`config.mk`:
```
export PLATFORM = sky130hd
export DESIGN_NAME = muldiv
export DESIGN_NICKNAME = d
export VERILOG_FILES = /design/src/rtl/muldiv_pkg.sv /design/src/rtl/muldiv_divstep.sv /design/src/rtl/muldiv.sv
export SDC_FILE = /design/constraint.sdc
export NUM_CORES = 1
export LEC_CHECK = 0
export CORE_ASPECT_RATIO = 2
export CORE_MARGIN = 1.5
export CORE_UTILIZATION = 41
export DETAILED_ROUTE_END_ITERATION = 16
export PLACE_DENSITY = 0.72
export SLEW_MARGIN = 25
export SYNTH_ARGS = -nofsm -noshare
export SYNTH_HDL_FRONTEND = slang
export SYNTH_SLANG_ARGS = --single-unit
```
`constraint.sdc`:
```
create_clock -name clk -period 3.3 [get_ports clk]
set_input_delay 0.495 -clock clk [delete_from_list [all_inputs] [get_ports clk]]
set_output_delay 0.495 -clock clk [all_outputs]
set_load 0.03 [all_outputs]
```
`src/rtl/muldiv_pkg.sv`:
```
// Shared op codes and decode helpers for the iterative multiply/divide unit.
// Divide support is compiled in only when MULDIV_DIV_EN is defined.
package muldiv_pkg;

    localparam logic [2:0] MDOP_MULT  = 3'd0;
    localparam logic [2:0] MDOP_MULTU = 3'd1;
    localparam logic [2:0] MDOP_DIV   = 3'd2;
    localparam logic [2:0] MDOP_DIVU  = 3'd3;
    localparam logic [2:0] MDOP_MTHI  = 3'd4;
    localparam logic [2:0] MDOP_MTLO  = 3'd5;

    function automatic logic op_signed(input logic [2:0] op);
        return (op == MDOP_MULT) || (op == MDOP_DIV);
    endfunction

    function automatic logic op_is_mul(input logic [2:0] op);
        return (op == MDOP_MULT) || (op == MDOP_MULTU);
    endfunction

endpackage

```
`src/rtl/muldiv_divstep.sv`:
```
// One combinational restoring-divide step: shift in the next dividend bit,
// trial-subtract the divisor, keep the difference if it did not go negative.
module muldiv_divstep #(
    parameter int WIDTH = 32
) (
    input  logic [WIDTH-1:0] prem,
    input  logic             nbit,
    input  logic [WIDTH-1:0] divisor,
    output logic [WIDTH-1:0] rem,
    output logic             qbit
);

    logic [WIDTH:0] shifted;
    logic [WIDTH:0] diff;

    // prem < divisor, so the shifted value stays below 2*divisor and the
    // sign of the (WIDTH+1)-bit difference is exact.
    always_comb begin
        shifted = {prem, nbit};
        diff    = shifted - {1'b0, divisor};
        qbit    = ~diff[WIDTH];
        rem     = qbit ? diff[WIDTH-1:0] : shifted[WIDTH-1:0];
    end

endmodule

```
`src/rtl/muldiv.sv`:
```
// Iterative radix-2 multiply/divide unit owning HI/LO; busy stalls the pipe.
// Define MULDIV_DIV_EN to build the divider; otherwise DIV/DIVU are unknown ops.
module muldiv
    import muldiv_pkg::*;
#(
    parameter int WIDTH = 32
) (
    input  logic             clk,
    input  logic             reset,
    input  logic             start,
    input  logic [2:0]       op,
    input  logic             abort,
    input  logic [WIDTH-1:0] a,
    input  logic [WIDTH-1:0] b,
    output logic             busy,
    output logic             done,
    output logic [WIDTH-1:0] hi,
    output logic [WIDTH-1:0] lo
);

    localparam int CW = $clog2(WIDTH + 1);

    typedef enum logic [1:0] {
        IDLE = 2'd0,
        RUN  = 2'd1,
        FIX  = 2'd2
    } state_t;

    state_t               state, state_n;
    logic [CW-1:0]        cnt;
    logic [2*WIDTH-1:0]   acc, acc_step;
    logic [WIDTH-1:0]     mcand;
    logic [WIDTH-1:0]     ua, ub;
    logic [WIDTH:0]       msum;
    logic                 neg_q;
    logic                 op_mul, op_div, op_known, accept, issue, div_zero;

`ifdef MULDIV_DIV_EN
    logic                 is_div, neg_r, dq;
    logic [WIDTH-1:0]     drem;

    assign op_div = (op == MDOP_DIV) || (op == MDOP_DIVU);

    muldiv_divstep #(.WIDTH(WIDTH)) u_divstep (
        .prem    (acc[2*WIDTH-1:WIDTH]),
        .nbit    (acc[WIDTH-1]),
        .divisor (mcand),
        .rem     (drem),
        .qbit    (dq)
    );
`else
    assign op_div = 1'b0;
`endif

    assign op_mul   = op_is_mul(op);
    assign op_known = op_mul || op_div || (op == MDOP_MTHI) || (op == MDOP_MTLO);
    assign accept   = (state == IDLE) && start && !abort;
    assign issue    = accept && (op_mul || op_div);
    assign div_zero = op_div && (b == '0);
    assign ua       = (op_signed(op) && a[WIDTH-1]) ? -a : a;
    assign ub       = (op_signed(op) && b[WIDTH-1]) ? -b : b;
    assign busy     = (state != IDLE);

    always_comb begin
        msum     = {1'b0, acc[2*WIDTH-1:WIDTH]} + (acc[0] ? {1'b0, mcand} : '0);
        acc_step = {msum, acc[WIDTH-1:1]};
`ifdef MULDIV_DIV_EN
        if (is_div) acc_step = {drem, acc[WIDTH-2:0], dq};
`endif
    end

    always_ff @(posedge clk) begin
        if (reset) state <= IDLE;
        else       state <= state_n;
    end

    always_comb begin
        state_n = state;
        case (state)
            IDLE:    if (issue) state_n = div_zero ? FIX : RUN;
            RUN:     if (cnt == CW'(1)) state_n = FIX;
            FIX:     state_n = IDLE;
            default: state_n = IDLE;
        endcase
        if (abort) state_n = IDLE;
    end

    always_ff @(posedge clk) begin
        if (reset) begin
            hi    <= '0;
            lo    <= '0;
            done  <= 1'b0;
            cnt   <= '0;
            acc   <= '0;
            mcand <= '0;
            neg_q <= 1'b0;
`ifdef MULDIV_DIV_EN
            is_div <= 1'b0;
            neg_r  <= 1'b0;
`endif
        end else begin
            done <= 1'b0;
            case (state)
                IDLE: begin
                    if (issue) begin
                        cnt   <= CW'(WIDTH);
                        neg_q <= op_signed(op) && (a[WIDTH-1] ^ b[WIDTH-1]);
`ifdef MULDIV_DIV_EN
                        is_div <= op_div;
                        neg_r  <= op_signed(op) && a[WIDTH-1];
                        if (div_zero) begin
                            // Raw a lands in HI, all ones in LO, no sign fix.
                            acc    <= {a, {WIDTH{1'b1}}};
                            neg_q  <= 1'b0;
                            neg_r  <= 1'b0;
                        end else if (op_div) begin
                            acc   <= {{WIDTH{1'b0}}, ua};
                            mcand <= ub;
                        end else
`endif
                        begin
                            acc   <= {{WIDTH{1'b0}}, ub};
                            mcand <= ua;
                        end
                    end else if (accept && op == MDOP_MTHI) begin
                        hi <= a;
                    end else if (accept && op == MDOP_MTLO) begin
                        lo <= a;
                    end
                end
                RUN: begin
                    acc <= acc_step;
                    cnt <= cnt - CW'(1);
                end
                FIX: begin
                    if (!abort) begin
                        done <= 1'b1;
`ifdef MULDIV_DIV_EN
                        if (is_div) begin
                            lo <= neg_q ? -acc[WIDTH-1:0] : acc[WIDTH-1:0];
                            hi <= neg_r ? -acc[2*WIDTH-1:WIDTH] : acc[2*WIDTH-1:WIDTH];
                        end else
`endif
                        begin
                            {hi, lo} <= neg_q ? -acc : acc;
                        end
                    end
                end
                default: ;
            endcase
        end
    end

`ifndef SYNTHESIS
    always_ff @(posedge clk) begin
        if (!reset && accept && !op_known)
            $display("[WARNING] muldiv received unknown op %x", op);
    end
`endif

endmodule

```
==> metrics.csv, run 1 <==
stage,metric,value,unit
global_routing,grt ovf,0,
yosys,ys flop type,dfxtp_1,
detailed_routing,First-pass DRT Iterations,5,
yosys,synth top area cells,"dfxtp_1 30%, xor2_1 6.7%, a21oi_1 6.5%",
global_routing,first-pass GRT wire length,65.6,mm
sta,Clock Skews,0.0133,ns
die,# IOs,137,
yosys,post-synthesis cell area,0.0112,sq mm
clock_network,CTS Buffer Depth,2,
critical_path,crit path from,acc[0],
finish,fill cell count,2644,
yosys,Async SR Flop Fraction,0,
detailed_routing,DR vias/cell,6.10,
critical_path,critical path capture point type,flip-flop,
die,total core area,0.0268,sq mm
sta,relative slew slack,0.420,
critical_path,cell family with most CP delay,compound AO/OA/AOI/OAI gates,
yosys,Synth cell types,65,
yosys,synthesized flop and latch total,170,
sta,post-route clock period utilization,0.949,
power,Power per Cell Area,359,mW/mm^2
sta,max-slew violations,0,
yosys,Post-synth EDFFs,0,
die,initial core utilization,0.417,
critical_path,CP Cell Sequence,buf_12 -> and2_1 -> ha_1 -> inv_1 -> fa_1 -> nand2b_1 -> a21oi_1 -> a211o_1 -> a221oi_1 -> buf_4 -> o31a_1 -> o21ai_0 -> xnor2_1 -> o21ai_0,
yosys,Yosys top cell by area,dfxtp_1,
yosys,Mean Syn Cell Area,7.54,sq um
detailed_routing,DR WL met2,21.5,mm
yosys,net count after synthesis,1590,
yosys,post-synth top area share,0.305,
clock_network,CTS root buffer,clkbuf_16,
critical_path,Crit path arrival time,3.44,ns
clock_network,H-tree levels,4,
die,Die Ht,236,um
power,VDD IR-drop max,406,uV
placed_design,GPL Wtd Cong,1.03,
sta,final setup TNS,0,ns
critical_path,WP data required,3.61,ns
placed_design,hpwl dp,33.1,mm
detailed_routing,initial DRC count,955,
finish,n_diodes,0,
critical_path,WP buf/inv,3,
yosys,yosys warns,0,
detailed_routing,met3 WL,2.14,mm
detailed_routing,DRT Wirelength,42.9,mm
power,Lkg Pwr,5.22,nW
clock_network,number of CTS-inserted buffers,17,
sta,clock period minus worst slack,3.13,ns
finish,Final Instance Area,0.0140,sq mm
status,status,completed,
critical_path,slowest CP cell,dfxtp_1,
detailed_routing,Routed Antenna Nets,0,
global_routing,largest net degree at the start of global routing,105,
power,Tot Pwr,5.03,mW
global_routing,initial antenna violation count,0,
critical_path,Critical Path Start Type,flip-flop,
worst_hold_path,min-delay src,mcand[0],
sta,worst-margin pin slew,0.867,ns
sta,Fmax achieved,319,MHz
die,Chip Width,120,um
detailed_routing,drt wl/cell,21.6,um
detailed_routing,top routing layer in use,met4,
clock_network,worst skew pair latency,0.46,ns
die,row cnt,85,
placed_design,Placed Area,0.0133,sq mm
critical_path,"Top cell by count, worst path",o21ai_0,
job,total of max-cap violations,0,
global_routing,GRT Overall Usage,0.304,
placed_design,port buffer count,136,
critical_path,"slowest stage delay, CP",0.38,ns
die,die area,0.0283,sq mm
finish,fraction of layout cells with a size suffix above 1,0.0940,
sta,RSZ-0062 raised after global routing,no,
sta,Final Hold Viols,0,
yosys,share of the yosys chip area belonging to registers,0.305,
clock_network,CTS tree,yes,
detailed_routing,overall via count from detail_route,12100,
critical_path,maximum fanout along the worst path,32,
detailed_routing,DRC viols,0,
critical_path,r2r startpoint,acc[0],
finish,area growth from synthesis to layout,25.3,%
clock_network,clk slew on worst S/H paths,0.08,ns
sta,Final setup viols,0,
critical_path,crit path kind,flip-flop to flip-flop,
global_routing,vias in the first global route,11900,
detailed_routing,WL met1,14.3,mm
yosys,cells after synthesis,1481,
worst_hold_path,worst min path class,flip-flop to flip-flop,
finish,Post-layout nets,1734,
clock_network,clk sinks,170,
## stage by stage
stage | hold WS, ns | setup WS [ns] | util | cells
finish | 0.463 | 0.168 | 0.522 | 1986
global route | 0.482 | 0.00944 | 0.522 | 1986
CTS | 0.462 | 0.0818 | 0.521 | 1985
detailed placement | 0.452 | -0.216 | 0.498 | 1953
global placement | 0.441 | -0.204 | 0.498 | 1953
floorplan | 0.432 | 0.237 | - | 1481
## worst paths after layout
check,end,slack [ns],cells after the start
worst max-delay path,acc[57],0.17,14
worst min-delay path,mcand[0],0.46,2
worst max register to register,acc[57],0.17,14
worst min register to register,mcand[0],0.46,2
## cells by family after synthesis
kind of cell | synth area share
flip-flops | 0.305
buffers and inverters | 0.0420
AND/OR/NAND/NOR | 0.230
AO/OA/AOI/OAI | 0.277
multiplexers | 0.00538
adder cells (fa/ha/maj) | 0.0432
XOR/XNOR | 0.0972
## power breakdown
part | internal (mW) | leakage, nW | total, mW | switching (mW)
combinational | 0.305 | 3.54 | 0.761 | 0.455
clock | 1.10 | 0.304 | 2.15 | 1.05
sequential | 2.09 | 1.37 | 2.12 | 0.0314
total | 3.49 | 5.22 | 5.03 | 1.54
## worst register-to-register path, cell delays in order (launching register included)
cell	delay (ns)
dfxtp_1	0.38
buf_12	0.19
and2_1	0.15
ha_1	0.15
inv_1	0.05
fa_1	0.38
nand2b_1	0.20
a21oi_1	0.15
a211o_1	0.19
a221oi_1	0.10
buf_4	0.16
o31a_1	0.38
o21ai_0	0.24
xnor2_1	0.15
o21ai_0	0.10
## routing by layer
layer  global-route usage  vias up
li1                     -     5710
met1                0.291     5633
met2                0.533      555
met3               0.0525      216
met4                0.298        0
met5                    0        -
## final cells by class
class | count | area, sq um | area share
Multi-Input combinational cell | 1186 | 7370 | 0.527
Sequential cell | 170 | 3400 | 0.243
Timing Repair Buffer | 230 | 2090 | 0.149
Tap cell | 348 | 435 | 0.0311
Clock buffer | 17 | 425 | 0.0304
Clock inverter | 15 | 193 | 0.0138
Inverter | 20 | 75.1 | 0.00536
## sequential cells by signal, indices dropped and copies added, names as in the netlist
signal	cells
neg_q	1
hi	32
acc	64
cnt	6
done	1
mcand	32
lo	32
state	2
## synth_stat cells, types with 6 or more instances
cell         n
a31oi_1     10
inv_1       20
a22oi_1     27
a311oi_1     6
or2_2        7
o211ai_1    12
nor2_1     173
and3_1       9
nand4_1     15
o31ai_1     23
a2111oi_0   13
xnor2_1     38
or3_1       23
nand2_1    146
o21ai_0     83
clkbuf_1   100
o41ai_1     19
ha_1        37
nand2b_1    13
o22ai_1      9
a21oi_1    146
or4_1        9
and2_1      40
nor4_1      18
mux2i_1      6
a211oi_1    62
dfxtp_1    170
nor3_1      28
xor2_1      86
a21o_1      16
a221oi_1    13
nand3_1     40
## timing repair
| item | in CTS | in global routing |
|---|---|---|
| resized for setup | 0 | 5 |
| hold buffers | 0 | 0 |
| setup endpoints to repair | 0 | 4 |
| setup buffers | 0 | 1 |
## cells in the final DEF (no fill, tap or decap), types with 6 or more instances in the layout
| master | instances |
|---|---|
| nand2b_1 | 13 |
| nand2_1 | 146 |
| a2111oi_0 | 13 |
| inv_8 | 7 |
| inv_1 | 20 |
| o22ai_1 | 9 |
| nand4_1 | 15 |
| buf_4 | 93 |
| a21oi_1 | 146 |
| a31oi_1 | 9 |
| clkdlybuf4s50_1 | 135 |
| nor3_1 | 27 |
| o211ai_1 | 12 |
| a311oi_1 | 6 |
| clkbuf_16 | 17 |
| a21o_1 | 16 |
| nor4_1 | 15 |
| xnor2_1 | 38 |
| or2_2 | 7 |
| o31ai_1 | 23 |
| nor2_1 | 172 |
| o41ai_1 | 19 |
| and2_1 | 40 |
| a22oi_1 | 27 |
| ha_1 | 36 |
| a221oi_1 | 13 |
| xor2_1 | 86 |
| a211oi_1 | 61 |
| dfxtp_1 | 169 |
| nand3_1 | 40 |
| or4_1 | 9 |
| or3_1 | 23 |
| and3_1 | 9 |
| mux2i_1 | 6 |
| o21ai_0 | 82 |
Power figures use the tool's default switching activity.
==> run 2, diff against run 1 <==
- ABC_CLOCK_PERIOD_IN_PS: not set -> 2960
- CELL_PAD_IN_SITES_DETAIL_PLACEMENT: not set -> 0
- CELL_PAD_IN_SITES_GLOBAL_PLACEMENT: not set -> 1
- PLACE_DENSITY: 0.72 -> 0.88
- clock period: 3.3 -> 2.96 ns (I/O delays scaled with it)
==> metrics.csv, run 2 (synthesis gave the netlist of run 1 again) <==
stage,metric,value,unit,change
sta,Fmax achieved,337,MHz,+5.7%
die,die area,0.0283,sq mm,unchanged
critical_path,crit path kind,flip-flop to flip-flop,,
die,row cnt,85,,unchanged
detailed_routing,Routed Antenna Nets,0,,unchanged
finish,Top reg by flops,acc,,
critical_path,critical path capture point type,flip-flop,,
finish,Final Instance Area,0.0148,sq mm,+6.0%
finish,Post-layout nets,1822,,+5.1%
sta,worst-margin pin slew,0.928,ns,+0.0612 ns
clock_network,clk sinks,170,,unchanged
critical_path,Crit path arrival time,3.34,ns,-0.10 ns
die,initial core utilization,0.417,,unchanged
global_routing,initial antenna violation count,0,,unchanged
placed_design,GPL Wtd Cong,0.981,,-4.6%
clock_network,CTS Buffer Depth,2,,unchanged
power,Tot Pwr,5.44,mW,+8.3%
global_routing,vias in the first global route,12200,,+3.0%
critical_path,maximum fanout along the worst path,12,,-63%
critical_path,WP data required,3.34,ns,-0.27 ns
detailed_routing,First-pass DRT Iterations,6,,+1
clock_network,CTS root buffer,clkbuf_16,,
detailed_routing,DRC viols,0,,unchanged
die,# IOs,137,,unchanged
critical_path,slowest CP cell,or4b_4,,
placed_design,port buffer count,136,,unchanged
finish,n_diodes,0,,unchanged
die,Die Ht,236,um,unchanged
finish,max reg flops,64,,unchanged
detailed_routing,DRT Wirelength,44.0,mm,+2.8%
detailed_routing,DR vias/cell,5.95,,-2.4%
clock_network,CTS tree,yes,,
clock_network,worst skew pair latency,0.45,ns,about the same
status,violated checks,setup timing,,
sta,final setup TNS,-0.00407,ns,-0.00407 ns
sta,post-route clock period utilization,1.00,,+0.0523
sta,RSZ-0062 raised after global routing,yes,,
placed_design,hpwl dp,35.2,mm,+6.1%
critical_path,"slowest stage delay, CP",0.52,ns,+0.14 ns
status,status,"finished, violations left",,
detailed_routing,initial DRC count,747,,-22%
die,total core area,0.0268,sq mm,unchanged
worst_hold_path,worst min path class,input port to flip-flop,,
sta,Clock Skews,0.0129,ns,-0.000318 ns
finish,area growth from synthesis to layout,32.8,%,
clock_network,Post-CTS Hold Buffers,0,,unchanged
die,Chip Width,120,um,unchanged
clock_network,H-tree levels,4,,unchanged
finish,most frequent cells in the layout,"178 x buf_4, 172 x nor2_1, 168 x dfxtp_1",,
clock_network,clk slew on worst S/H paths,0.07,ns,about the same
job,total of max-cap violations,0,,unchanged
finish,fraction of layout cells with a size suffix above 1,0.156,,+0.0624
global_routing,largest net degree at the start of global routing,76,,-28%
global_routing,GRT Overall Usage,0.313,,+0.00878
power,Power per Cell Area,367,mW/mm^2,+2.2%
sta,Final setup viols,1,,+1
finish,"most common cell after layout, fill and taps aside",buf_4,,
sta,setup slack after layout,-0.00407,ns,-0.172 ns
sta,relative slew slack,0.378,,-0.0420
power,VDD IR-drop max,512,uV,+26%
placed_design,Placed Area,0.0140,sq mm,+5.1%
detailed_routing,drt wl/cell,21.2,um,-1.6%
sta,max-slew violations,0,,unchanged
critical_path,Critical Path Start Type,flip-flop,,
detailed_routing,overall via count from detail_route,12300,,+1.9%
global_routing,grt ovf,0,,unchanged
power,Lkg Pwr,5.71,nW,+9.4%
sta,clock period minus worst slack,2.96,ns,-0.168 ns
sta,Final Hold Viols,0,,unchanged
clock_network,number of CTS-inserted buffers,17,,unchanged
critical_path,CP Cell Sequence,nand2_1 -> inv_1 -> ha_1 -> a21o_1 -> nand4_1 -> a211oi_2 -> a211oi_4 -> o41ai_4 -> or4b_4 -> a311o_1 -> o211ai_1,,
global_routing,first-pass GRT wire length,67.1,mm,+2.3%
==> run 2: final timing paths <==
kind	start	end	slack, ns	depth (start not counted)
worst max register to register	acc[0]	acc[62]	-0.004	11
worst max-delay path	acc[0]	acc[62]	-0.004	11
worst min register to register	lo[4]	lo[4]	0.45	2
worst min-delay path	reset	hi[3]	0.45	2
==> run 2: what timing repair did <==
action / CTS / global route
gates cloned: 0 / 0
buffers inserted: 0 / 5
resized for setup: 6 / 43
endpoints found under the setup margin: 8 / 27
pin swaps: 1 / 6
==> run 2: layout make-up <==
type                       instances  area, sq um
clock inverter                    14          128
fill                            2591        12000
timing repair buffer             318         2790
clock buffer                      18          429
sequential                       170         3410
tap                              348          435
multi-input combinational       1186         7560
inverter                          20         75.1
==> run 2: routing by layer <==
layer  share of wire  GRT usage  vias to the layer above
met5               0          0                        -
met1            0.34      0.296                     5814
met4            0.10      0.293                        0
met3           0.040     0.0413                      204
met2            0.52      0.568                      456
li1                -          -                     5874
==> run 2: critical path, delay by kind of cell, from the launching register on <==
family	cells	cell delay, ns
AO/OA/AOI/OAI	6	1.39
buffers and inverters	1	0.05
AND/OR/NAND/NOR	3	0.79
adder cells (fa/ha/maj)	1	0.27
flip-flops	1	0.38
==> run 2: power by group <==
group | switching, mW | leakage (nW) | internal (mW)
Sequential | 0.0331 | 1.38 | 2.33
Clock | 1.06 | 0.262 | 1.11
Combinational | 0.525 | 4.08 | 0.393
Total | 1.62 | 5.71 | 3.83
==> run 2: through the flow <==
| stage | hold slack [ns] | util | instances | worst slack (ns) |
|---|---|---|---|---|
| floorplan | 0.432 | - | 1481 | 0.0195 |
| global placement | 0.445 | 0.523 | 2037 | -0.452 |
| detailed placement | 0.446 | 0.523 | 2037 | -0.450 |
| CTS | 0.427 | 0.544 | 2069 | -0.0272 |
| global route | 0.469 | 0.553 | 2074 | -0.105 |
| finish | 0.453 | 0.553 | 2074 | -0.00407 |
==> run 3, diff against run 2 <==
- ABC_CLOCK_PERIOD_IN_PS: 2960 -> not set
- REMOVE_ABC_BUFFERS: not set -> 1
==> metrics.csv, run 3 (synthesis gave the netlist of run 1 again) <==
stage,metric,value,unit,change
critical_path,"slowest stage delay, CP",0.57,ns,+0.05 ns
power,Sw Pwr,1.55,mW,-4.3%
sta,setup slack after layout,-0.00241,ns,+0.00166 ns
global_routing,grt ovf,0,,unchanged
sta,post-route clock period utilization,1.00,,about the same
finish,Top reg by flops,acc,,
sta,Fmax achieved,338,MHz,about the same
finish,max reg flops,64,,unchanged
placed_design,Cells after DPL,2026,,-0.54%
finish,Layout Cells excl Fill,2064,,-0.48%
finish,fraction of layout cells with a size suffix above 1,0.154,,-0.00258
power,VDD IR-drop max,430,uV,-16%
sta,Final Hold Viols,0,,unchanged
die,# IOs,137,,unchanged
detailed_routing,overall via count from detail_route,12100,,-1.9%
critical_path,crit path kind,flip-flop to flip-flop,,
die,total core area,0.0268,sq mm,unchanged
global_routing,GRT Overall Usage,0.285,,-0.0278
die,Chip Width,120,um,unchanged
sta,final setup TNS,-0.00241,ns,+0.00166 ns
detailed_routing,Routed Antenna Nets,0,,unchanged
die,row cnt,85,,unchanged
finish,n_diodes,0,,unchanged
power,Logic pwr share,0.168,,about the same
global_routing,largest net degree at the start of global routing,99,,+30%
clock_network,Post-CTS Hold Buffers,0,,unchanged
power,Sw Share,0.281,,-0.0161
placed_design,port buffer count,136,,unchanged
power,Tot Pwr,5.51,mW,+1.2%
finish,Final Instance Area,0.0148,sq mm,about the same
finish,most frequent cells in the layout,"171 x nor2_1, 171 x buf_4, 168 x dfxtp_1",,
power,clock power share,0.403,,+0.005
clock_network,number of CTS-inserted buffers,17,,unchanged
status,violated checks,setup timing,,
detailed_routing,DRC viols,0,,unchanged
job,total of max-cap violations,0,,unchanged
critical_path,CP Cell Sequence,or4_4 -> nor4_4 -> buf_4 -> nand3_4 -> or3_4 -> or4_4 -> o41ai_2 -> xor2_1 -> a211oi_1,,
power,Lkg Pwr,5.62,nW,-1.6%
finish,Post-layout nets,1814,,-0.44%
clock_network,worst skew pair latency,0.45,ns,about the same
status,status,"finished, violations left",,
critical_path,"Top cell by count, worst path",or4_4,,
global_routing,first-pass GRT wire length,62.3,mm,-7.1%
die,Die Ht,236,um,unchanged
sta,clock period minus worst slack,2.96,ns,-0.00166 ns
critical_path,maximum fanout along the worst path,6,,-6
sta,relative slew slack,0.461,,+0.0830
placed_design,hpwl dp,32.0,mm,-8.9%
critical_path,WP data required,3.33,ns,about the same
clock_network,CTS tree,yes,,
critical_path,Crit path arrival time,3.33,ns,about the same
clock_network,clk sinks,170,,unchanged
detailed_routing,First-pass DRT Iterations,5,,-1
sta,max-slew violations,0,,unchanged
sta,RSZ-0062 raised after global routing,yes,,
critical_path,WP buf/inv,1,,unchanged
detailed_routing,DRT Wirelength,41.1,mm,-6.6%
power,Power per Cell Area,371,mW/mm^2,+1.2%
die,die area,0.0283,sq mm,unchanged
power,Int Pwr,3.96,mW,+3.5%
placed_design,GPL Wtd Cong,0.978,,-0.28%
global_routing,vias in the first global route,11900,,-3.1%
critical_path,slowest CP cell,or4_4,,
sta,Final setup viols,1,,unchanged
sta,worst hold margin,0.396,ns,-0.0571 ns
detailed_routing,drt wl/cell,19.9,um,-6.1%
power,Seq pwr share,0.428,,-0.005
detailed_routing,DR vias/cell,5.87,,-1.4%
critical_path,cell family with most CP delay,simple AND/OR/NAND/NOR gates,,
global_routing,initial antenna violation count,0,,unchanged
sta,Clock Skews,0.00823,ns,-0.00471 ns
placed_design,worst slack at placement,-0.358,ns,+0.0916 ns
worst_hold_path,worst min path class,input port to flip-flop,,
clock_network,CTS Buffer Depth,2,,unchanged
clock_network,CTS root buffer,clkbuf_16,,
finish,final core utilization,0.553,,about the same
critical_path,Critical Path Start Type,flip-flop,,
finish,fill cell count,2603,,+0.46%
critical_path,critical path capture point type,flip-flop,,
detailed_routing,initial DRC count,794,,+6.3%
clock_network,clk slew on worst S/H paths,0.07,ns,about the same
clock_network,H-tree levels,4,,unchanged
sta,worst-margin pin slew,0.804,ns,-0.124 ns
placed_design,Placed Area,0.0139,sq mm,-0.68%
finish,area growth from synthesis to layout,32.7,%,about the same
die,initial core utilization,0.417,,unchanged
-- run 3: cell types whose count changed in the layout (fill, tap and decap cells not counted), sizes merged --
| cell | previous run | this run |
|---|---|---|
| buf | 183 | 175 |
| bufinv | 0 | 1 |
| clkbuf | 18 | 22 |
| clkdlybuf4s50 | 133 | 135 |
| clkinv | 2 | 3 |
| clkinvlp | 4 | 2 |
| dlymetal6s2s | 2 | 0 |
| inv | 28 | 22 |
-- run 3: what timing repair did --
action                                  4_1_cts  5_1_grt
pin swaps                                     3       14
gates resized for setup                       7       43
endpoints found under the setup margin       12       22
setup buffers                                 2        6
-- run 3: layer usage --
layer / vias up / GRT usage / share of wire / routed length (um)
met2: 401 / 0.544 / 0.54 / 22200
met5: - / 0 / 0 / 0
met3: 147 / 0.0404 / 0.040 / 1670
met1: 5713 / 0.283 / 0.35 / 14600
li1: 5853 / - / - / -
met4: 0 / 0.175 / 0.066 / 2710
-- run 3: path summary, 6_finish.rpt --
kind | startpoint | endpoint | slack, ns | cells past startpoint
worst max-delay path | acc[16] | hi[10] | -0.002 | 9
worst min register to register | mcand[31] | mcand[31] | 0.46 | 2
worst max register to register | acc[16] | hi[10] | -0.002 | 9
worst min-delay path | reset | acc[43] | 0.40 | 2
-- run 3: cell type report --
type                    instances  area (sq um)  share of cell area
clock inverters                 8          88.8             0.00599
clock buffers                  22           474              0.0320
flip-flops and latches        170          3410               0.230
inverters                      20          75.1             0.00506
well taps                     348           435              0.0294
repair buffers                310          2720               0.183
multi-input cells            1186          7630               0.514
-- run 3: power by group through the flow --
stage / registers [mW] / clock network, mW / logic (mW)
final: 2.36 / 2.22 / 0.927
after global routing: 2.36 / 2.33 / 0.992
after CTS: 2.36 / 2.24 / 0.901
after detailed placement: 2.41 / 0 / 0.894
after global placement: 2.41 / 0 / 0.884
after floorplan: 2.43 / 0 / 0.389
